[src/rtl/decimal_key_entry_pkg.sv]
// Shared types and helpers for the decimal key entry front end.
package key_entry_pkg;

  localparam int DIGIT_W  = 4;
  localparam int NUM_KEYS = 10;

  typedef enum logic [1:0] {
    IDLE        = 2'd0,
    DEB_PRESS   = 2'd1,
    HELD        = 2'd2,
    DEB_RELEASE = 2'd3
  } deb_state_e;

  // Index of the set bit; only meaningful when exactly one bit is set.
  function automatic logic [DIGIT_W-1:0] onehot10_to_bcd(input logic [NUM_KEYS-1:0] v);
    logic [DIGIT_W-1:0] r;
    r = '0;
    for (int i = 0; i < NUM_KEYS; i++) begin
      if (v[i]) r = r | DIGIT_W'(i);
    end
    return r;
  endfunction

  // Number of key lines asserted at once.
  function automatic logic [DIGIT_W-1:0] popcount10(input logic [NUM_KEYS-1:0] v);
    logic [DIGIT_W-1:0] r;
    r = '0;
    for (int i = 0; i < NUM_KEYS; i++) begin
      r = r + DIGIT_W'(v[i]);
    end
    return r;
  endfunction

endpackage

[src/rtl/decimal_key_entry_if.sv]
// Output bus of the key entry block toward the encrypt/decrypt datapath.
//
// Handshake: the master raises code_valid once a full word is assembled and
// then holds code_out and code_valid unchanged until a cycle in which
// code_ready is also high; that cycle is the transfer, and code_valid drops
// on the following cycle. The slave may drive code_ready at any time and
// code_ready has no effect while code_valid is low.
interface decimal_key_entry_if
  import key_entry_pkg::*;
#(
  parameter int NUM_DIGITS = 4
) ();

  logic [DIGIT_W*NUM_DIGITS-1:0] code_out;
  logic                          code_valid;
  logic                          code_ready;
  deb_state_e                    dbg_state;

  modport master (
    output code_out,
    output code_valid,
    output dbg_state,
    input  code_ready
  );

  modport slave (
    input  code_out,
    input  code_valid,
    input  dbg_state,
    output code_ready
  );

endinterface

[src/rtl/decimal_key_entry_debouncer.sv]
// Key line synchroniser, press/release debounce FSM and single-key validator.
module key_debouncer
  import key_entry_pkg::*;
#(
  parameter int DEBOUNCE_CYCLES = 16
) (
  input  logic                clk,
  input  logic                rst_n,
  input  logic [NUM_KEYS-1:0] key_in,
  input  logic                i_inhibit,
  output logic                key_strobe,
  output logic [DIGIT_W-1:0]  key_code,
  output logic                multi_err,
  output deb_state_e          o_state
);

  localparam int CNT_W = $clog2(DEBOUNCE_CYCLES + 1);
  localparam logic [CNT_W-1:0] CNT_LAST = CNT_W'(DEBOUNCE_CYCLES - 1);

  logic [NUM_KEYS-1:0] r_sync1;
  logic [NUM_KEYS-1:0] r_sync2;
  logic [NUM_KEYS-1:0] r_ref;
  logic [CNT_W-1:0]    r_cnt;
  deb_state_e          r_state;
  logic                r_strobe;
  logic [DIGIT_W-1:0]  r_code;
  logic                r_multi;
  logic [DIGIT_W-1:0]  w_pop;

  assign w_pop = popcount10(r_ref);

  // Two-flop synchroniser for the asynchronous key lines.
  always_ff @(posedge clk or negedge rst_n) begin
    if (!rst_n) begin
      r_sync1 <= '0;
      r_sync2 <= '0;
    end else begin
      r_sync1 <= key_in;
      r_sync2 <= r_sync1;
    end
  end

  // Debounce FSM with registered strobe/code/error outputs.
  always_ff @(posedge clk or negedge rst_n) begin
    if (!rst_n) begin
      r_state  <= IDLE;
      r_ref    <= '0;
      r_cnt    <= '0;
      r_strobe <= 1'b0;
      r_code   <= '0;
      r_multi  <= 1'b0;
    end else begin
      r_strobe <= 1'b0;
      r_multi  <= 1'b0;
      case (r_state)
        IDLE: begin
          if (r_sync2 != '0) begin
            r_ref   <= r_sync2;
            r_cnt   <= CNT_W'(1);
            r_state <= DEB_PRESS;
          end
        end
        DEB_PRESS: begin
          if (r_sync2 == '0) begin
            r_state <= IDLE;
          end else if (r_sync2 != r_ref) begin
            r_ref <= r_sync2;
            r_cnt <= CNT_W'(1);
          end else begin
            r_cnt <= r_cnt + CNT_W'(1);
            if (r_cnt == CNT_LAST) r_state <= HELD;
          end
        end
        HELD: begin
          // A full buffer still consumes the press but produces no digit.
          if (w_pop == DIGIT_W'(1)) begin
            if (!i_inhibit) begin
              r_strobe <= 1'b1;
              r_code   <= onehot10_to_bcd(r_ref);
            end
          end else if (w_pop > DIGIT_W'(1)) begin
            r_multi <= 1'b1;
          end
          r_cnt   <= '0;
          r_state <= DEB_RELEASE;
        end
        DEB_RELEASE: begin
          if (r_sync2 != '0) begin
            r_cnt <= '0;
          end else if (r_cnt == CNT_LAST) begin
            r_cnt   <= '0;
            r_state <= IDLE;
          end else begin
            r_cnt <= r_cnt + CNT_W'(1);
          end
        end
        default: r_state <= IDLE;
      endcase
    end
  end

  assign key_strobe = r_strobe;
  assign key_code   = r_code;
  assign multi_err  = r_multi;
  assign o_state    = r_state;

endmodule

[src/rtl/decimal_key_entry.sv]
// Decimal key entry: debounced keypad digits packed into a BCD word.
module decimal_key_entry
  import key_entry_pkg::*;
#(
  parameter int NUM_DIGITS      = 4,
  parameter int DEBOUNCE_CYCLES = 16
) (
  input  logic                              clk,
  input  logic                              rst_n,
  input  logic [NUM_KEYS-1:0]               key_in,
  input  logic                              clear,
  decimal_key_entry_if.master               code_if,
  output logic [$clog2(NUM_DIGITS+1)-1:0]   digit_count,
  output logic                              key_strobe,
  output logic [DIGIT_W-1:0]                key_code,
  output logic                              multi_err
);

  localparam int W  = DIGIT_W * NUM_DIGITS;
  localparam int CW = $clog2(NUM_DIGITS + 1);

  logic [W-1:0]       r_code;
  logic               r_valid;
  logic [CW-1:0]      r_count;
  logic               w_strobe;
  logic [DIGIT_W-1:0] w_key_code;
  logic               w_multi;
  logic [W-1:0]       w_shifted;
  logic               w_accept;
  deb_state_e         w_state;

  key_debouncer #(
    .DEBOUNCE_CYCLES(DEBOUNCE_CYCLES)
  ) u_deb (
    .clk        (clk),
    .rst_n      (rst_n),
    .key_in     (key_in),
    .i_inhibit  (r_valid),
    .key_strobe (w_strobe),
    .key_code   (w_key_code),
    .multi_err  (w_multi),
    .o_state    (w_state)
  );

  // Newest digit enters at the bottom nibble.
  generate
    if (NUM_DIGITS == 1) begin : g_one
      assign w_shifted = w_key_code;
    end else begin : g_many
      assign w_shifted = {r_code[W-DIGIT_W-1:0], w_key_code};
    end
  endgenerate

  assign w_accept = w_strobe && !r_valid;

  // Accumulator and output handshake; clear beats transfer beats new digit.
  always_ff @(posedge clk or negedge rst_n) begin
    if (!rst_n) begin
      r_code  <= '0;
      r_valid <= 1'b0;
      r_count <= '0;
    end else if (clear) begin
      r_code  <= '0;
      r_valid <= 1'b0;
      r_count <= '0;
    end else if (r_valid && code_if.code_ready) begin
      r_code  <= '0;
      r_valid <= 1'b0;
      r_count <= '0;
    end else if (w_accept) begin
      r_code  <= w_shifted;
      r_count <= r_count + CW'(1);
      if (r_count == CW'(NUM_DIGITS - 1)) r_valid <= 1'b1;
    end
  end

  assign code_if.code_out   = r_code;
  assign code_if.code_valid = r_valid;
  assign code_if.dbg_state  = w_state;
  assign digit_count        = r_count;
  assign key_strobe         = w_strobe;
  assign key_code           = w_key_code;
  assign multi_err          = w_multi;

endmodule

[src/flat_wrapper.sv]
// flat-port wrapper written by rule: the top's interface ports become plain ports
module decimal_key_entry_flat import key_entry_pkg::*;
#(
  parameter int NUM_DIGITS      = 4,
  parameter int DEBOUNCE_CYCLES = 16
)
  (clk, rst_n, key_in, clear, digit_count, key_strobe, key_code, multi_err, code_if_code_out, code_if_code_valid, code_if_dbg_state, code_if_code_ready);
  decimal_key_entry_if #(.NUM_DIGITS(NUM_DIGITS)) code_if_i ();
  input  logic clk;
  input  logic rst_n;
  input  logic [NUM_KEYS-1:0] key_in;
  input  logic clear;
  output logic [$clog2(NUM_DIGITS+1)-1:0] digit_count;
  output logic key_strobe;
  output logic [DIGIT_W-1:0] key_code;
  output logic multi_err;
  output wire logic [$bits(code_if_i.code_out)-1:0] code_if_code_out;
  output wire logic [$bits(code_if_i.code_valid)-1:0] code_if_code_valid;
  output wire logic [$bits(code_if_i.dbg_state)-1:0] code_if_dbg_state;
  input wire logic [$bits(code_if_i.code_ready)-1:0] code_if_code_ready;
  assign code_if_code_out = code_if_i.code_out;
  assign code_if_code_valid = code_if_i.code_valid;
  assign code_if_dbg_state = code_if_i.dbg_state;
  assign code_if_i.code_ready = code_if_code_ready;
  decimal_key_entry #(.NUM_DIGITS(NUM_DIGITS), .DEBOUNCE_CYCLES(DEBOUNCE_CYCLES)) u_core (.clk(clk), .rst_n(rst_n), .key_in(key_in), .clear(clear), .code_if(code_if_i), .digit_count(digit_count), .key_strobe(key_strobe), .key_code(key_code), .multi_err(multi_err));
endmodule
[config.mk]
export PLATFORM = sky130hd
export DESIGN_NAME = decimal_key_entry_flat
export DESIGN_NICKNAME = d
export VERILOG_FILES = /design/src/rtl/decimal_key_entry_pkg.sv /design/src/rtl/decimal_key_entry_if.sv /design/src/rtl/decimal_key_entry_debouncer.sv /design/src/rtl/decimal_key_entry.sv /design/src/flat_wrapper.sv
export SDC_FILE = /design/constraint.sdc
export NUM_CORES = 1
export LEC_CHECK = 0
export ABC_AREA = 1
export CORE_MARGIN = 2
export CORE_UTILIZATION = 40
export DETAILED_ROUTE_END_ITERATION = 8
export PLACE_DENSITY = 0.65
export SETUP_SLACK_MARGIN = 0.1
export SYNTH_ARGS = -nofsm -noshare
export SYNTH_HDL_FRONTEND = slang
export SYNTH_SLANG_ARGS = --single-unit
export TNS_END_PERCENT = 20
[constraint.sdc]
create_clock -name clk -period 6.09 [get_ports clk]
set_clock_uncertainty 0.05 [all_clocks]
set_input_delay 1.218 -clock clk [delete_from_list [all_inputs] [get_ports clk]]
set_output_delay 1.218 -clock clk [all_outputs]
set_load 0.02 [all_outputs]
* After elaboration in Yosys (flattened, before gate mapping)
Index checks and enable logic that the tools add are counted.
** Storage, ports and cells
- Bits in registers :: 63
- Latch bits :: 0
- RAM bits :: 0
- Bits in read-only memories :: 0
- Bits of input ports :: 14
- Output and inout port bits :: 28
- Word-level logic and storage cells :: 94
- Memories :: 0
** Operators by class
- Add/sub/neg operators :: 11
- $mul :: 0
- Div/mod/pow operators :: 0
- Order comparisons :: 1
- Equal/unequal tests :: 14
- Shift-type cells :: 0
- Multiplexer cells :: 42
- Bitwise gates (word level) :: 1
- Reduce and logical (&&, ||, !) cells :: 14
** Operator list (count)
- $mux W16 :: 3
- $mux W10 :: 3
- $mux W5 :: 5
- $add A4 B1 Y4 :: 6
- $mux W3 :: 7
- $pmux W10 S2 :: 1
- $pmux W5 S4 :: 1
- $mux W2 :: 8
- $mux W1 :: 11
- $logic_not A10 Y1 :: 1
- $ne A10 B10 Y1 :: 1
- $ne A2 B2 Y1 const B :: 5
- $reduce_bool A10 Y1 :: 1
- $mux W4 :: 2
- $pmux W2 S4 :: 1
- $ne A3 B3 Y1 const B :: 2
- $reduce_bool A3 Y1 :: 2
- $add A5 B1 Y5 const B :: 1
- $eq A5 B4 Y1 const B :: 1
- $reduce_and A5 Y1 :: 1
- $add A3 B1 Y4 :: 1
- $eq A2 B2 Y1 const B :: 2
- $eq A4 B1 Y1 const B :: 1
- $gt A4 B1 Y1 const B :: 1
- 13 further kinds :: 15

* Longest topological paths before layout
- Word-level depth :: 13
- Depth in mapped cells :: 13
- Depth with buffers taken out :: 13

* Hierarchy
A second synthesis with hierarchy kept.
** Second synthesis, totals
- Cells, all modules :: 371
- Area total of the unflattened synthesis :: 3125.5 um^2
** By module, submodules not included
- key_debouncer :: instances 1, cells an instance 244, area an instance 2157.1 um^2, seq. area each 1076.0 um^2
- decimal_key_entry :: instances 1, cells an instance 127, area an instance 968.4 um^2, seq. area each 500.5 um^2

* Least setup slack after synthesis
OpenSTA, ideal clock, no wires.
- Kind :: register to register
- From :: register u_core.u_deb.r_ref[0]
- To :: register u_core.u_deb.r_code[0], in the netlist u_core.u_deb.key_code[0]
- Setup time :: 83 ps
- Arrival :: 3102 ps
- Data required time :: 5957 ps
- Slack :: 2856 ps
- Stages on the path, launching flop included :: 13
- Path buffers :: 0
- Period minus slack after synthesis :: 3234 ps
- Path through :: dfrtp_1 -> fa_1 -> inv_1 -> fa_1 -> fa_1 -> inv_1 -> ha_1 -> fa_1 -> o22ai_1 -> nand3_1 -> inv_1 -> o21ai_0 -> o21ai_0
** Between the ends
- Word-level cells in the longest chain between the ends :: 11
** Ends and longest elaborated chain
- start: declaration :: line decimal_key_entry_debouncer.sv:22 : logic [NUM_KEYS-1:0] r_ref;
- start signal: assignment :: line decimal_key_entry_debouncer.sv:58 : r_ref <= r_sync2;
- start signal: assignment :: line decimal_key_entry_debouncer.sv:67 : r_ref <= r_sync2;
- $add A1 B1 Y2 :: line decimal_key_entry_pkg.sv:29 : r = r + DIGIT_W'(v[i]);
- $add A2 B1 Y3 :: line decimal_key_entry_pkg.sv:29
- $add A3 B1 Y4 :: line decimal_key_entry_pkg.sv:29
- $add A4 B1 Y4 (6 in a row) :: line decimal_key_entry_pkg.sv:29
- $eq A4 B1 Y1 :: line decimal_key_entry_debouncer.sv:76 : if (w_pop == DIGIT_W'(1)) begin
- $reduce_and A3 Y1 (no line)
- end signal: assignment :: line decimal_key_entry_debouncer.sv:79 : r_code <= onehot10_to_bcd(r_ref);
- end: declaration :: line decimal_key_entry_debouncer.sv:26 : logic [DIGIT_W-1:0] r_code;
No other way between the ends.
A chain may end at the register's enable or synchronous reset.

* Worst setup path after layout
- From :: register u_core.u_deb.r_ref[5]
- To :: register u_core.u_deb.r_code[0], in the netlist u_core.u_deb.key_code[0]
** Between the ends
- Word-level cells in the longest chain between the ends :: 7
- Elaborated cells on any way between the ends :: 12
- Classes of those cells :: 5 x add/sub; 1 x eq/ne; 5 x mux; 1 x reduce/logical
** Ends and longest elaborated chain (line)
- $add A4 B1 Y4 (5 in a row) :: decimal_key_entry_pkg.sv:29
- $eq A4 B1 Y1 :: decimal_key_entry_debouncer.sv:76
- $reduce_and A3 Y1 (no line)
Several ways; a longest one is shown, not always the timed one.

==> results.yml <==
status:
  outcome: "completed"
cts:
  cts.root.buffer_cell: "clkbuf_8"
  clkSinkCount: 63
  postCtsHoldBufs: 0
  cts_inserted_buffers: 9
  tritoncts: "yes"
  cts-htree-levels: 3
  ctsLongestPathBuffers: 2
  postCtsSetupBuffers: 0
  clk_pin_slew_worst_paths_ns: 0.07
  cts-resized-gates: 0
  clkLatencyLatePin_ns: 0.34
detailed_routing:
  detail_route.iter0.violations: 78
  wl_mm: 5.41
  num_vias: 2136
  drcViolationCount: 0
  vias_per_cell: 4.66
  firstDrtPassIters: 4
  final_antenna_net_count: 0
  wl_per_cell_um: 11.8
timing:
  timing.final.hold_violations: 0
  worst_hold_slack_ns: 0.294
  slew_headroom: 0.420
  report.final.slew_viol_count: 0
  period_minus_ws_final_ns: 3.47
  finalSetupViolCount: 0
  max_fclk_mhz: 289
  worstMarginPinSlew_ns: 0.867
  grt_setup_unrepaired: "no"
  post-route-period-util: 0.569
  post_route_setup_tns_ns: 0
flow_run:
  timing.max_cap.violations: 0
synthesis:
  yosys-top-cells-count: "dfrtp_1, nand2_1, inv_1"
  synthesized_net_count: 337
  distinct_cells_synth: 24
  yosys_most_used_dff: "dfrtp_1"
  post-synth-top-count-cell: "dfrtp_1"
  netlist_top_cells_area: "dfrtp_1, nand2_1, inv_1, nor2_1, o21ai_0"
  synth_seq_area_share: 0.551
  synthDominantCellAreaShare: 0.551
  synth-edff-count: 0
  synthesis.area_per_instance_sq_um: 9.22
  netlist.top_cell.by_area: "dfrtp_1"
  synth-async-reset-ratio: 1.00
  synth_seq_cells: 63
  synth_cells: 310
  synth_warnings: 0
  synthesis.area_sq_um: 2860
floorplan:
  initial_core_utilization: 0.416
  dieArea_sq_um: 7840
  pin_count: 42
  placement_rows: 30
  die_y_um: 88.5
  floorplan.die.width_um: 88.5
  core-area_sq_um: 6870
critical_path:
  cp_class: "reg -> reg"
  r2r-end: "u_core.u_deb.key_code[0]"
  regToRegStartpoint: "u_core.u_deb.r_ref[5]"
  critical_path_required_ns: 6.29
  reg2regPathDepth: 12
  worst_setup_path_start_kind: "flop"
  critPathArrivalTime_ns: 3.67
  worst_path_max_delay_cell: "fa_1"
  cp_cell_sequence: "inv_1 -> fa_1 -> fa_1 -> fa_1 -> inv_1 -> ha_1 -> fa_1 -> o22ai_1 -> nand3_1 -> inv_1 -> o21ai_0 -> o21ai_0"
  setup.worst_path.end: "u_core.u_deb.key_code[0]"
  regToRegSetupSlack_ns: 2.62
  end_kind: "flop"
  worstPathMaxFanout: 7
  crit_top_cell: "fa_1"
  crit_path_largest_cell_delay_ns: 0.57
  cp-startpoint: "u_core.u_deb.r_ref[5]"
place:
  detailedPlacementHpwl_mm: 3.83
  gpl.final_weighted_congestion: 0.823
  dpl-instance-area_sq_um: 3360
  place.port_buffers: 41
finish:
  multi_input_comb_area_sq_um: 1050
  final_area_sq_um: 3580
  area.sequential_sq_um: 1580
  final_core_utilization: 0.521
  drive_gt1_frac: 0.0994
  areaGrowthSynthToFinish_pct: 25.3
  num_antenna_cells: 0
  post_layout_nets: 385
  fillCellCount: 636
global_routing:
  grt_max_degree: 64
  antenna_found_initial: 0
  number_of_global_route_vias_before_repair: 2066
  wire_length_of_the_first_global_routing_pass_mm: 9.53
  grt_remaining_overflow: 0
  groute.usage.overall: 0.158
power_and_ir_drop:
  total_power_per_unit_cell_area_nw_per_um2: 257
  irDropWorstVdd_v: 0.000169
  power_leakage_uw: 0.00179
min_path:
  worst_hold_startpoint: "u_core.u_deb.r_sync1[2]"
  worst_hold_path_type: "reg -> reg"
-- registers in the layout, indices dropped and copies added (netlist names), named ones only --
register                   flops
u_core.code_if.code_out       16
u_core.u_deb.r_ref            10
u_core.u_deb.r_sync1          10
u_core.u_deb.r_sync2          10
u_core.u_deb.r_cnt             5
u_core.u_deb.key_code          4
u_core.digit_count             3
u_core.code_if.code_valid      1
u_core.u_deb.key_strobe        1
u_core.u_deb.multi_err         1
u_core.u_deb.o_state           1
-- placed cells by master (no fill, tap or decap) --
cell type	count
a31oi_1	1
nor2_2	3
nor2_1	43
o21a_1	1
o21ai_0	25
clkdlybuf4s50_1	40
o21ai_2	10
nand4_1	9
clkinv_4	2
nand3_2	2
bufinv_16	2
buf_2	1
nand2_2	1
inv_2	2
clkbuf_8	10
nand3b_1	1
a211oi_1	2
xnor2_1	1
o22ai_1	1
buf_4	2
inv_1	49
nand2_1	56
dfrtp_1	63
o41ai_1	1
nand3_1	9
ha_1	7
fa_1	6
clkinv_2	1
a21oi_1	11
-- logic make-up (layout without fill, tap and decap cells) --
group | Yosys count | after routing | synth area share
AND/OR/NAND/NOR | 124 | 124 | 0.184
flip-flops | 63 | 63 | 0.551
buffers and inverters | 57 | 109 | 0.0801
AO/OA/AOI/OAI | 52 | 52 | 0.109
adder cells (fa/ha/maj) | 13 | 13 | 0.0726
XOR/XNOR | 1 | 1 | 0.00306
-- report_power, final --
part           total, uW  leakage (uW)  switching [uW]  internal (uW)
sequential           436      0.000800            7.72            429
clock                400      0.000112             160            240
combinational       84.7      0.000881            49.1           35.7
-- worst max-delay path: cells and delay by family, from the launching register on --
kind                     cells  cell delay [ns]
AO/OA/AOI/OAI                3             0.41
adder cells (fa/ha/maj)      5             2.09
buffers and inverters        3             0.30
flip-flops                   1             0.39
AND/OR/NAND/NOR              1             0.14
-- stage by stage --
stage,setup slack (ns),std cells,total power [uW]
6_report,2.62,458,921
5_1_grt,2.40,458,972
3_5_place_dp,2.68,443,530
3_3_place_gp,2.75,443,525
2_1_floorplan,2.86,310,499
4_1_cts,2.63,458,932
-- final cells by class --
cell class / instances / share of cell area
sequential: 63 / 0.440
multi-input combinational: 190 / 0.294
timing repair buffer: 43 / 0.117
inverter: 51 / 0.0534
clock buffer: 10 / 0.0384
tap: 96 / 0.0335
clock inverter: 5 / 0.0231
-- worst min-delay path by stage --
stage / end / slack, ns / cells after the start
final: u_core.u_deb.r_sync2[2] / 0.29 / 0
after global routing: u_core.u_deb.r_sync2[1] / 0.31 / 0
after CTS: u_core.u_deb.r_sync2[2] / 0.30 / 0
after detailed placement: u_core.u_deb.r_sync2[6] / 0.29 / 0
after global placement: u_core.u_deb.r_sync2[1] / 0.28 / 0
after floorplan: u_core.u_deb.r_sync2[0] / 0.28 / 0
-- routing by layer --
metal	vias up	track usage	share of wire
met3	16	0.0401	0.045
li1	1078	-	-
met1	982	0.214	0.48
met4	0	0.0716	0.025
met2	60	0.239	0.45
met5	-	0	0
No activity file was read; power rests on OpenSTA's default activity.
